===== config.mk =====
export PLATFORM = sky130hd
export DESIGN_NAME = vga_mode_ctrl
export DESIGN_NICKNAME = d
export VERILOG_FILES = /design/src/rtl/vga_ctrl_pkg.sv /design/src/rtl/vga_sync_mon.sv /design/src/rtl/vga_mode_ctrl.sv
export SDC_FILE = /design/constraint.sdc
export NUM_CORES = 1
export LEC_CHECK = 0
export CORE_AREA = 2 2 64 66
export DETAILED_ROUTE_END_ITERATION = 12
export DIE_AREA = 0 0 66 68
export PLACE_DENSITY_LB_ADDON = 0.08
export SLEW_MARGIN = 30
export SYNTH_ARGS = -nofsm -noshare
export SYNTH_HDL_FRONTEND = slang
export SYNTH_SLANG_ARGS = --single-unit

===== constraint.sdc =====
create_clock -name clk -period 2.2 [get_ports clk]
set_input_delay 0.33 -clock clk [delete_from_list [all_inputs] [get_ports clk]]
set_output_delay 0.33 -clock clk [all_outputs]
set_load 0.02 [all_outputs]

===== src/rtl/vga_ctrl_pkg.sv =====
// Shared definitions for the analog video output mode controller:
// FSM state encodings and counter width sizing.
package vga_ctrl_pkg;

    typedef logic [1:0] state_t;

    localparam state_t ST_RUN     = 2'd0;
    localparam state_t ST_WAIT_VS = 2'd1;
    localparam state_t ST_MUTE    = 2'd2;

    // Bits needed to hold values 0..max_val, never less than one.
    function automatic int cnt_width(input int max_val);
        int w;
        w = 32'sd1;
        while ((32'sd1 <<< w) <= max_val) begin
            w = w + 32'sd1;
        end
        return w;
    endfunction

endpackage


===== src/rtl/vga_sync_mon.sv =====
// Registers hsync/vsync, detects their rising edges and runs a saturating
// hsync-activity watchdog that flags loss of signal.
module vga_sync_mon
    import vga_ctrl_pkg::*;
#(
    parameter int HS_TIMEOUT = 4096
) (
    input  logic clk,
    input  logic reset,
    input  logic hsync,
    input  logic vsync,
    output logic vs_rise,
    output logic no_signal
);

    localparam int HC_W = cnt_width(HS_TIMEOUT);
    localparam logic [HC_W-1:0] HC_MAX  = HC_W'(HS_TIMEOUT);
    localparam logic [HC_W-1:0] HC_ONE  = HC_W'(32'd1);
    localparam logic [HC_W-1:0] HC_ZERO = HC_W'(32'd0);

    logic            hs_r;
    logic            hs_d_r;
    logic            vs_r;
    logic            vs_d_r;
    logic            hs_rise_s;
    logic [HC_W-1:0] hs_cnt_r;
    logic [HC_W-1:0] hs_cnt_nxt_s;
    logic            no_signal_r;

    assign hs_rise_s = hs_r & ~hs_d_r;
    assign vs_rise   = vs_r & ~vs_d_r;
    assign no_signal = no_signal_r;

    // Input capture plus one extra stage for edge detection.
    always_ff @(posedge clk) begin
        if (reset) begin
            hs_r   <= 1'b0;
            hs_d_r <= 1'b0;
            vs_r   <= 1'b0;
            vs_d_r <= 1'b0;
        end else begin
            hs_r   <= hsync;
            hs_d_r <= hs_r;
            vs_r   <= vsync;
            vs_d_r <= vs_r;
        end
    end

    // Clocks since the last hsync edge, pinned at the timeout value.
    always_comb begin
        hs_cnt_nxt_s = hs_cnt_r;
        if (hs_rise_s) begin
            hs_cnt_nxt_s = HC_ZERO;
        end else if (hs_cnt_r != HC_MAX) begin
            hs_cnt_nxt_s = hs_cnt_r + HC_ONE;
        end else begin
            hs_cnt_nxt_s = hs_cnt_r;
        end
    end

    // Watchdog counter and its registered timeout flag.
    always_ff @(posedge clk) begin
        if (reset) begin
            hs_cnt_r    <= HC_ZERO;
            no_signal_r <= 1'b0;
        end else begin
            hs_cnt_r    <= hs_cnt_nxt_s;
            no_signal_r <= (hs_cnt_nxt_s == HC_MAX);
        end
    end

endmodule


===== src/rtl/vga_mode_ctrl.sv =====
// Output-stage mode sequencer: defers RGB/YPbPr switches to a vsync edge,
// mutes a programmable number of frames afterwards, and blanks on sync loss.
module vga_mode_ctrl
    import vga_ctrl_pkg::*;
#(
    parameter int MUTE_FRAMES = 2,
    parameter int HS_TIMEOUT  = 4096
) (
    input  logic clk,
    input  logic reset,
    input  logic ypbpr_req,
    input  logic hsync,
    input  logic vsync,
    output logic ypbpr_en,
    output logic blank,
    output logic busy,
    output logic no_signal
);

    localparam int FC_W = cnt_width(MUTE_FRAMES);
    localparam logic [FC_W-1:0] FC_INIT = FC_W'(MUTE_FRAMES);
    localparam logic [FC_W-1:0] FC_ONE  = FC_W'(32'd1);
    localparam logic [FC_W-1:0] FC_ZERO = FC_W'(32'd0);
    localparam logic            NO_MUTE = (MUTE_FRAMES == 0);

    logic            req_r;
    logic            en_r;
    logic            en_nxt_s;
    state_t          state_r;
    state_t          state_nxt_s;
    logic [FC_W-1:0] fc_r;
    logic [FC_W-1:0] fc_nxt_s;
    logic            vs_rise_s;
    logic            no_signal_s;

    vga_sync_mon #(
        .HS_TIMEOUT (HS_TIMEOUT)
    ) u_sync_mon (
        .clk       (clk),
        .reset     (reset),
        .hsync     (hsync),
        .vsync     (vsync),
        .vs_rise   (vs_rise_s),
        .no_signal (no_signal_s)
    );

    // Mode sequencing; sync loss overrides the wait for vsync and the mute.
    always_comb begin
        state_nxt_s = state_r;
        fc_nxt_s    = fc_r;
        en_nxt_s    = en_r;
        case (state_r)
            ST_RUN: begin
                if (req_r != en_r) begin
                    state_nxt_s = ST_WAIT_VS;
                end else begin
                    state_nxt_s = ST_RUN;
                end
            end
            ST_WAIT_VS: begin
                if (req_r == en_r) begin
                    state_nxt_s = ST_RUN;
                end else if (no_signal_s) begin
                    en_nxt_s    = req_r;
                    state_nxt_s = ST_RUN;
                end else if (vs_rise_s) begin
                    en_nxt_s    = req_r;
                    fc_nxt_s    = FC_INIT;
                    state_nxt_s = NO_MUTE ? ST_RUN : ST_MUTE;
                end else begin
                    state_nxt_s = ST_WAIT_VS;
                end
            end
            ST_MUTE: begin
                if (no_signal_s) begin
                    state_nxt_s = ST_RUN;
                end else if (req_r != en_r) begin
                    state_nxt_s = ST_WAIT_VS;
                end else if (fc_r == FC_ZERO) begin
                    state_nxt_s = ST_RUN;
                end else if (vs_rise_s) begin
                    fc_nxt_s    = fc_r - FC_ONE;
                    state_nxt_s = (fc_r == FC_ONE) ? ST_RUN : ST_MUTE;
                end else begin
                    state_nxt_s = ST_MUTE;
                end
            end
            default: begin
                // Unreachable encoding: fall back to a fresh mute sequence.
                state_nxt_s = ST_MUTE;
                fc_nxt_s    = FC_INIT;
            end
        endcase
    end

    // Request capture and FSM state; reset drops any pending change.
    always_ff @(posedge clk) begin
        if (reset) begin
            req_r   <= 1'b0;
            state_r <= ST_MUTE;
            fc_r    <= FC_INIT;
            en_r    <= 1'b0;
        end else begin
            req_r   <= ypbpr_req;
            state_r <= state_nxt_s;
            fc_r    <= fc_nxt_s;
            en_r    <= en_nxt_s;
        end
    end

    assign ypbpr_en  = en_r;
    assign busy      = (state_r != ST_RUN);
    assign blank     = (state_r != ST_RUN) | no_signal_s;
    assign no_signal = no_signal_s;

endmodule


==> report_table.html <==
<table>
<tr><th>Metric</th><th>Value</th></tr>
<tr><th colspan="2">Worst setup path</th></tr>
<tr><td>Type of destination of the critical path</td><td>output port</td></tr>
<tr><td>Worst reg2reg startpoint</td><td>u_sync_mon.hs_cnt_r[0]</td></tr>
<tr><td>Reg-to-reg critical path endpoint</td><td>u_sync_mon.no_signal</td></tr>
<tr><td>Worst-case register-to-register setup slack</td><td>0.36 ns</td></tr>
<tr><td>Arrival time worst endpoint</td><td>1.55 ns</td></tr>
<tr><td>Source of the critical timing path</td><td>state_r[1]</td></tr>
<tr><td>FF-to-FF path depth</td><td>6</td></tr>
<tr><td>Crit path kind</td><td>register to output port</td></tr>
<tr><td>Capture point of the worst path</td><td>blank</td></tr>
<tr><td>Crit path required time</td><td>1.87 ns</td></tr>
<tr><td>Type of element launching the critical path</td><td>register</td></tr>
<tr><td>Largest driver fanout on the critical path</td><td>8</td></tr>
<tr><th colspan="2">Power</th></tr>
<tr><td>Areal power density over the cells</td><td>575 nW/um^2</td></tr>
<tr><td>Clock network power share</td><td>0.306</td></tr>
<tr><td>Switching share of total power</td><td>0.241</td></tr>
<tr><td>Total net switching power</td><td>198 uW</td></tr>
<tr><td>Cell-internal power</td><td>626 uW</td></tr>
<tr><td>Leak pwr</td><td>0.000555 uW</td></tr>
<tr><td>Worst vdd ir</td><td>165 uV</td></tr>
<tr><td>Final Total Pwr</td><td>825 uW</td></tr>
<tr><td>Reg power frac</td><td>0.568</td></tr>
<tr><td>Part of the power in combinational logic</td><td>0.126</td></tr>
<tr><th colspan="2">STA</th></tr>
<tr><td>Slew at the pin closest to its max-slew limit</td><td>0.349 ns</td></tr>
<tr><td>Minimum clock period after layout</td><td>1.88 ns</td></tr>
<tr><td>Final setup TNS</td><td>0 ns</td></tr>
<tr><td>Ratio of final minimum period to clock period</td><td>0.853</td></tr>
<tr><td>Setup repair after global routing missed its margin</td><td>no</td></tr>
<tr><td>Fmax</td><td>0.533 GHz</td></tr>
<tr><td>Final count of pins violating max slew</td><td>0</td></tr>
<tr><td>Setup violators final</td><td>0</td></tr>
<tr><td>Worst Skew</td><td>0.00197 ns</td></tr>
<tr><td>Final Hold Violating Endpoints</td><td>0</td></tr>
<tr><td>Worst slew margin relative to its limit</td><td>0.767</td></tr>
<tr><th colspan="2">Logic synthesis</th></tr>
<tr><td>Average instance area after synthesis</td><td>8.79 um^2</td></tr>
<tr><td>Flop and latch count out of synthesis</td><td>24</td></tr>
<tr><td>Synth async-reset ratio</td><td>0</td></tr>
<tr><td>Main combinational cell family by area after synthesis</td><td>simple AND/OR/NAND/NOR gates</td></tr>
<tr><td>EDFF count, synth</td><td>0</td></tr>
<tr><td>Number of warnings issued by yosys</td><td>0</td></tr>
<tr><td>Most used DFF post-synth</td><td>sky130_fd_sc_hd__dfxtp_1</td></tr>
<tr><td>Instance count of the mapped netlist</td><td>145</td></tr>
<tr><td>Post-synthesis compound-gate area fraction</td><td>0.0962</td></tr>
<tr><td>Unique masters post-synth</td><td>44</td></tr>
<tr><td>Share of cell area taken by muxes after synthesis</td><td>0.0402</td></tr>
<tr><td>Net count after synthesis</td><td>154</td></tr>
<tr><td>Post-Synth XOR/XNOR Area</td><td>0.0893</td></tr>
<tr><td>Synth Cell Area</td><td>1270 um^2</td></tr>
<tr><td>Post-Synth Simple-Gate Area</td><td>0.309</td></tr>
<tr><td>Sequential fraction of the synthesis area</td><td>0.377</td></tr>
<tr><td>Adder-Cell Fraction of Synth Area</td><td>0.0393</td></tr>
<tr><th colspan="2">Detailed routing</th></tr>
<tr><td>Detailed-router iteration count before antenna repair</td><td>4</td></tr>
<tr><td>Via count</td><td>976</td></tr>
<tr><td>Final ANT Viol Nets</td><td>0</td></tr>
<tr><td>Vias per Instance</td><td>4.88</td></tr>
<tr><td>DRC violations left</td><td>0</td></tr>
<tr><td>Number of DRC violations after detailed-routing iteration 0</td><td>27</td></tr>
<tr><td>Routed wire length</td><td>2350 um</td></tr>
<tr><td>Wire length per cell</td><td>11.8 um</td></tr>
<tr><th colspan="2">Clocking</th></tr>
<tr><td>Clock insertion delay at the later pin of the skew report</td><td>0.26 ns</td></tr>
<tr><td>Buffers inserted by post-CTS timing repair</td><td>0</td></tr>
<tr><td>Longest Clk Path Bufs</td><td>2</td></tr>
<tr><td>Number of buffers created by CTS</td><td>3</td></tr>
<tr><td>Clock transition time at the flip-flop clock pins of the worst setup and hold paths</td><td>0.08 ns</td></tr>
<tr><td>Number of hold buffers added after CTS</td><td>0</td></tr>
<tr><td>CTS tree</td><td>built</td></tr>
<tr><td>Number of sinks driven by the clock tree</td><td>24</td></tr>
<tr><td>Root buf cell</td><td>sky130_fd_sc_hd__clkbuf_8</td></tr>
<tr><td>Deepest level of the CTS H-tree</td><td>1</td></tr>
<tr><td>Post-cts sizing count</td><td>0</td></tr>
<tr><th colspan="2">GRT</th></tr>
<tr><td>Total grt overflow</td><td>0</td></tr>
<tr><td>Pin count of the biggest net entering global routing</td><td>13</td></tr>
<tr><td>Initial antenna violation count</td><td>0</td></tr>
<tr><td>First-pass GRT wire length</td><td>4070 um</td></tr>
<tr><td>Number of global-route vias before repair</td><td>919</td></tr>
<tr><td>Overall track demand over capacity in global routing</td><td>0.119</td></tr>
<tr><th colspan="2">Cells and area</th></tr>
<tr><td>Fraction of final layout cells with drive strength greater than 1</td><td>0.0867</td></tr>
<tr><td>Antenna fix cells</td><td>0</td></tr>
<tr><td>Utilization after layout</td><td>0.372</td></tr>
<tr><td>Final nets</td><td>161</td></tr>
<tr><td>Cell Count, Final, Fillers Out</td><td>200</td></tr>
<tr><td>Number of fill cells in the layout</td><td>416</td></tr>
<tr><td>Signed area change from the synthesized netlist to the final layout</td><td>12.5%</td></tr>
<tr><th colspan="2">Placed design</th></tr>
<tr><td>Port Buffer Count</td><td>8</td></tr>
<tr><td>Number of cells after detailed placement</td><td>197</td></tr>
<tr><td>DPL Wire Length</td><td>1840 um</td></tr>
<tr><td>Final weighted congestion in routability-driven placement</td><td>0.767</td></tr>
<tr><th colspan="2">Die</th></tr>
<tr><td>Starting Density</td><td>0.331</td></tr>
<tr><td>Std cell rows</td><td>23</td></tr>
<tr><td>DIE HEIGHT</td><td>68 um</td></tr>
<tr><td>Die boundary width</td><td>66 um</td></tr>
<tr><td>Die ar.</td><td>4490 um^2</td></tr>
<tr><td>Placeable core area</td><td>3860 um^2</td></tr>
<tr><td>Count of pins on the block boundary</td><td>9</td></tr>
<tr><th colspan="2">Outcome</th></tr>
<tr><td>Status</td><td>finished, final reports clean</td></tr>
<tr><th colspan="2">Min path</th></tr>
<tr><td>Path class of the lowest-slack min-delay path</td><td>register to register</td></tr>
<tr><th colspan="2">Flow run</th></tr>
<tr><td>Number of violations of the max-capacitance limit</td><td>0</td></tr>
</table>
sequential cells by signal, indices dropped and copies added, names as in the netlist:
signal                flops
u_sync_mon.no_signal      1
u_sync_mon.vs_d_r         1
req_r                     1
ypbpr_en                  1
u_sync_mon.hs_cnt_r      13
u_sync_mon.vs_r           1
state_r                   2
u_sync_mon.hs_r           1
fc_r                      2
u_sync_mon.hs_d_r         1
how the worst min path moves through the flow:
stage	slack [ns]	start	cells past startpoint	to
floorplan	0.43	u_sync_mon.vs_r	1	u_sync_mon.vs_d_r
global placement	0.44	u_sync_mon.vs_r	1	u_sync_mon.vs_d_r
detailed placement	0.44	u_sync_mon.vs_r	1	u_sync_mon.vs_d_r
CTS	0.46	u_sync_mon.vs_r	1	u_sync_mon.vs_d_r
global route	0.48	u_sync_mon.hs_r	1	u_sync_mon.hs_d_r
finish	0.46	u_sync_mon.vs_r	1	u_sync_mon.vs_d_r
power groups by stage:
stage / sequential, uW / clock, uW / combinational (uW)
final: 469 / 252 / 104
after global routing: 472 / 283 / 117
after CTS: 469 / 274 / 106
after detailed placement: 479 / 0 / 105
after global placement: 478 / 0 / 103
after floorplan: 473 / 0 / 76.1
per-layer routing:
metal  vias to the layer above  routed length, um  track usage
met5                         -                  0            0
met4                         0                 42       0.0638
met3                         4                 43       0.0197
met2                         6               1170        0.207
met1                       456               1090        0.142
li1                        510                  -            -
placed cells by master, fill, tap and decap left out, types with 2 or more instances in the layout:
cell type / n
sky130_fd_sc_hd__nand3_1: 7
sky130_fd_sc_hd__mux2i_1: 4
sky130_fd_sc_hd__nand2_1: 5
sky130_fd_sc_hd__dfxtp_1: 24
sky130_fd_sc_hd__a211oi_1: 2
sky130_fd_sc_hd__clkdlybuf4s50_1: 8
sky130_fd_sc_hd__xnor2_1: 10
sky130_fd_sc_hd__xor2_1: 3
sky130_fd_sc_hd__clkbuf_8: 3
sky130_fd_sc_hd__buf_4: 2
sky130_fd_sc_hd__nand2b_1: 2
sky130_fd_sc_hd__nor2b_1: 9
sky130_fd_sc_hd__a21oi_1: 5
sky130_fd_sc_hd__nor2_1: 19
sky130_fd_sc_hd__a21o_1: 2
sky130_fd_sc_hd__inv_1: 6
sky130_fd_sc_hd__o21ai_0: 3
sky130_fd_sc_hd__nor3_1: 8
sky130_fd_sc_hd__ha_1: 4
sky130_fd_sc_hd__nand4_1: 2
cells in the mapped netlist (3+ instances only):
cell | count | area share
sky130_fd_sc_hd__dfxtp_1 | 24 | 0.38
sky130_fd_sc_hd__nor2_1 | 19 | 0.056
sky130_fd_sc_hd__xnor2_1 | 10 | 0.069
sky130_fd_sc_hd__nor2b_1 | 9 | 0.044
sky130_fd_sc_hd__nor3_1 | 8 | 0.031
sky130_fd_sc_hd__nand3_1 | 7 | 0.027
sky130_fd_sc_hd__inv_1 | 6 | 0.018
sky130_fd_sc_hd__a21oi_1 | 5 | 0.020
sky130_fd_sc_hd__nand2_1 | 5 | 0.015
sky130_fd_sc_hd__ha_1 | 4 | 0.039
sky130_fd_sc_hd__mux2i_1 | 4 | 0.031
sky130_fd_sc_hd__buf_2 | 3 | 0.012
sky130_fd_sc_hd__o21ai_0 | 3 | 0.012
sky130_fd_sc_hd__xor2_1 | 3 | 0.021
critical path, cell delays in order (launching register included):
cell,delay (ns)
sky130_fd_sc_hd__dfxtp_1,0.39
sky130_fd_sc_hd__or3_1,0.36
sky130_fd_sc_hd__clkdlybuf4s50_1,0.54
cells by family after synthesis:
logic type	Yosys count
simple gates	67
xor+xnor	13
compound gates	18
mux	5
flops	24
fa+ha+maj	4
buf+inv	14
cell type report:
| class | count | area [um^2] | area share |
|---|---|---|---|
| inverter | 6 | 22.5 | 0.0157 |
| timing repair buffer | 10 | 95.1 | 0.0663 |
| tap | 50 | 62.6 | 0.0436 |
| sequential | 24 | 480 | 0.335 |
| clock buffer | 3 | 41.3 | 0.0288 |
| multi-input combinational | 107 | 732 | 0.510 |
metrics by stage:
step,hold slack (ns),setup slack (ns),cell area (um^2)
after detailed placement,0.445,0.371,1390
after CTS,0.463,0.310,1430
after floorplan,0.430,0.597,1270
after global placement,0.435,0.449,1390
final,0.461,0.324,1430
after global routing,0.484,0.179,1430
Power figures use the tool's default switching activity.
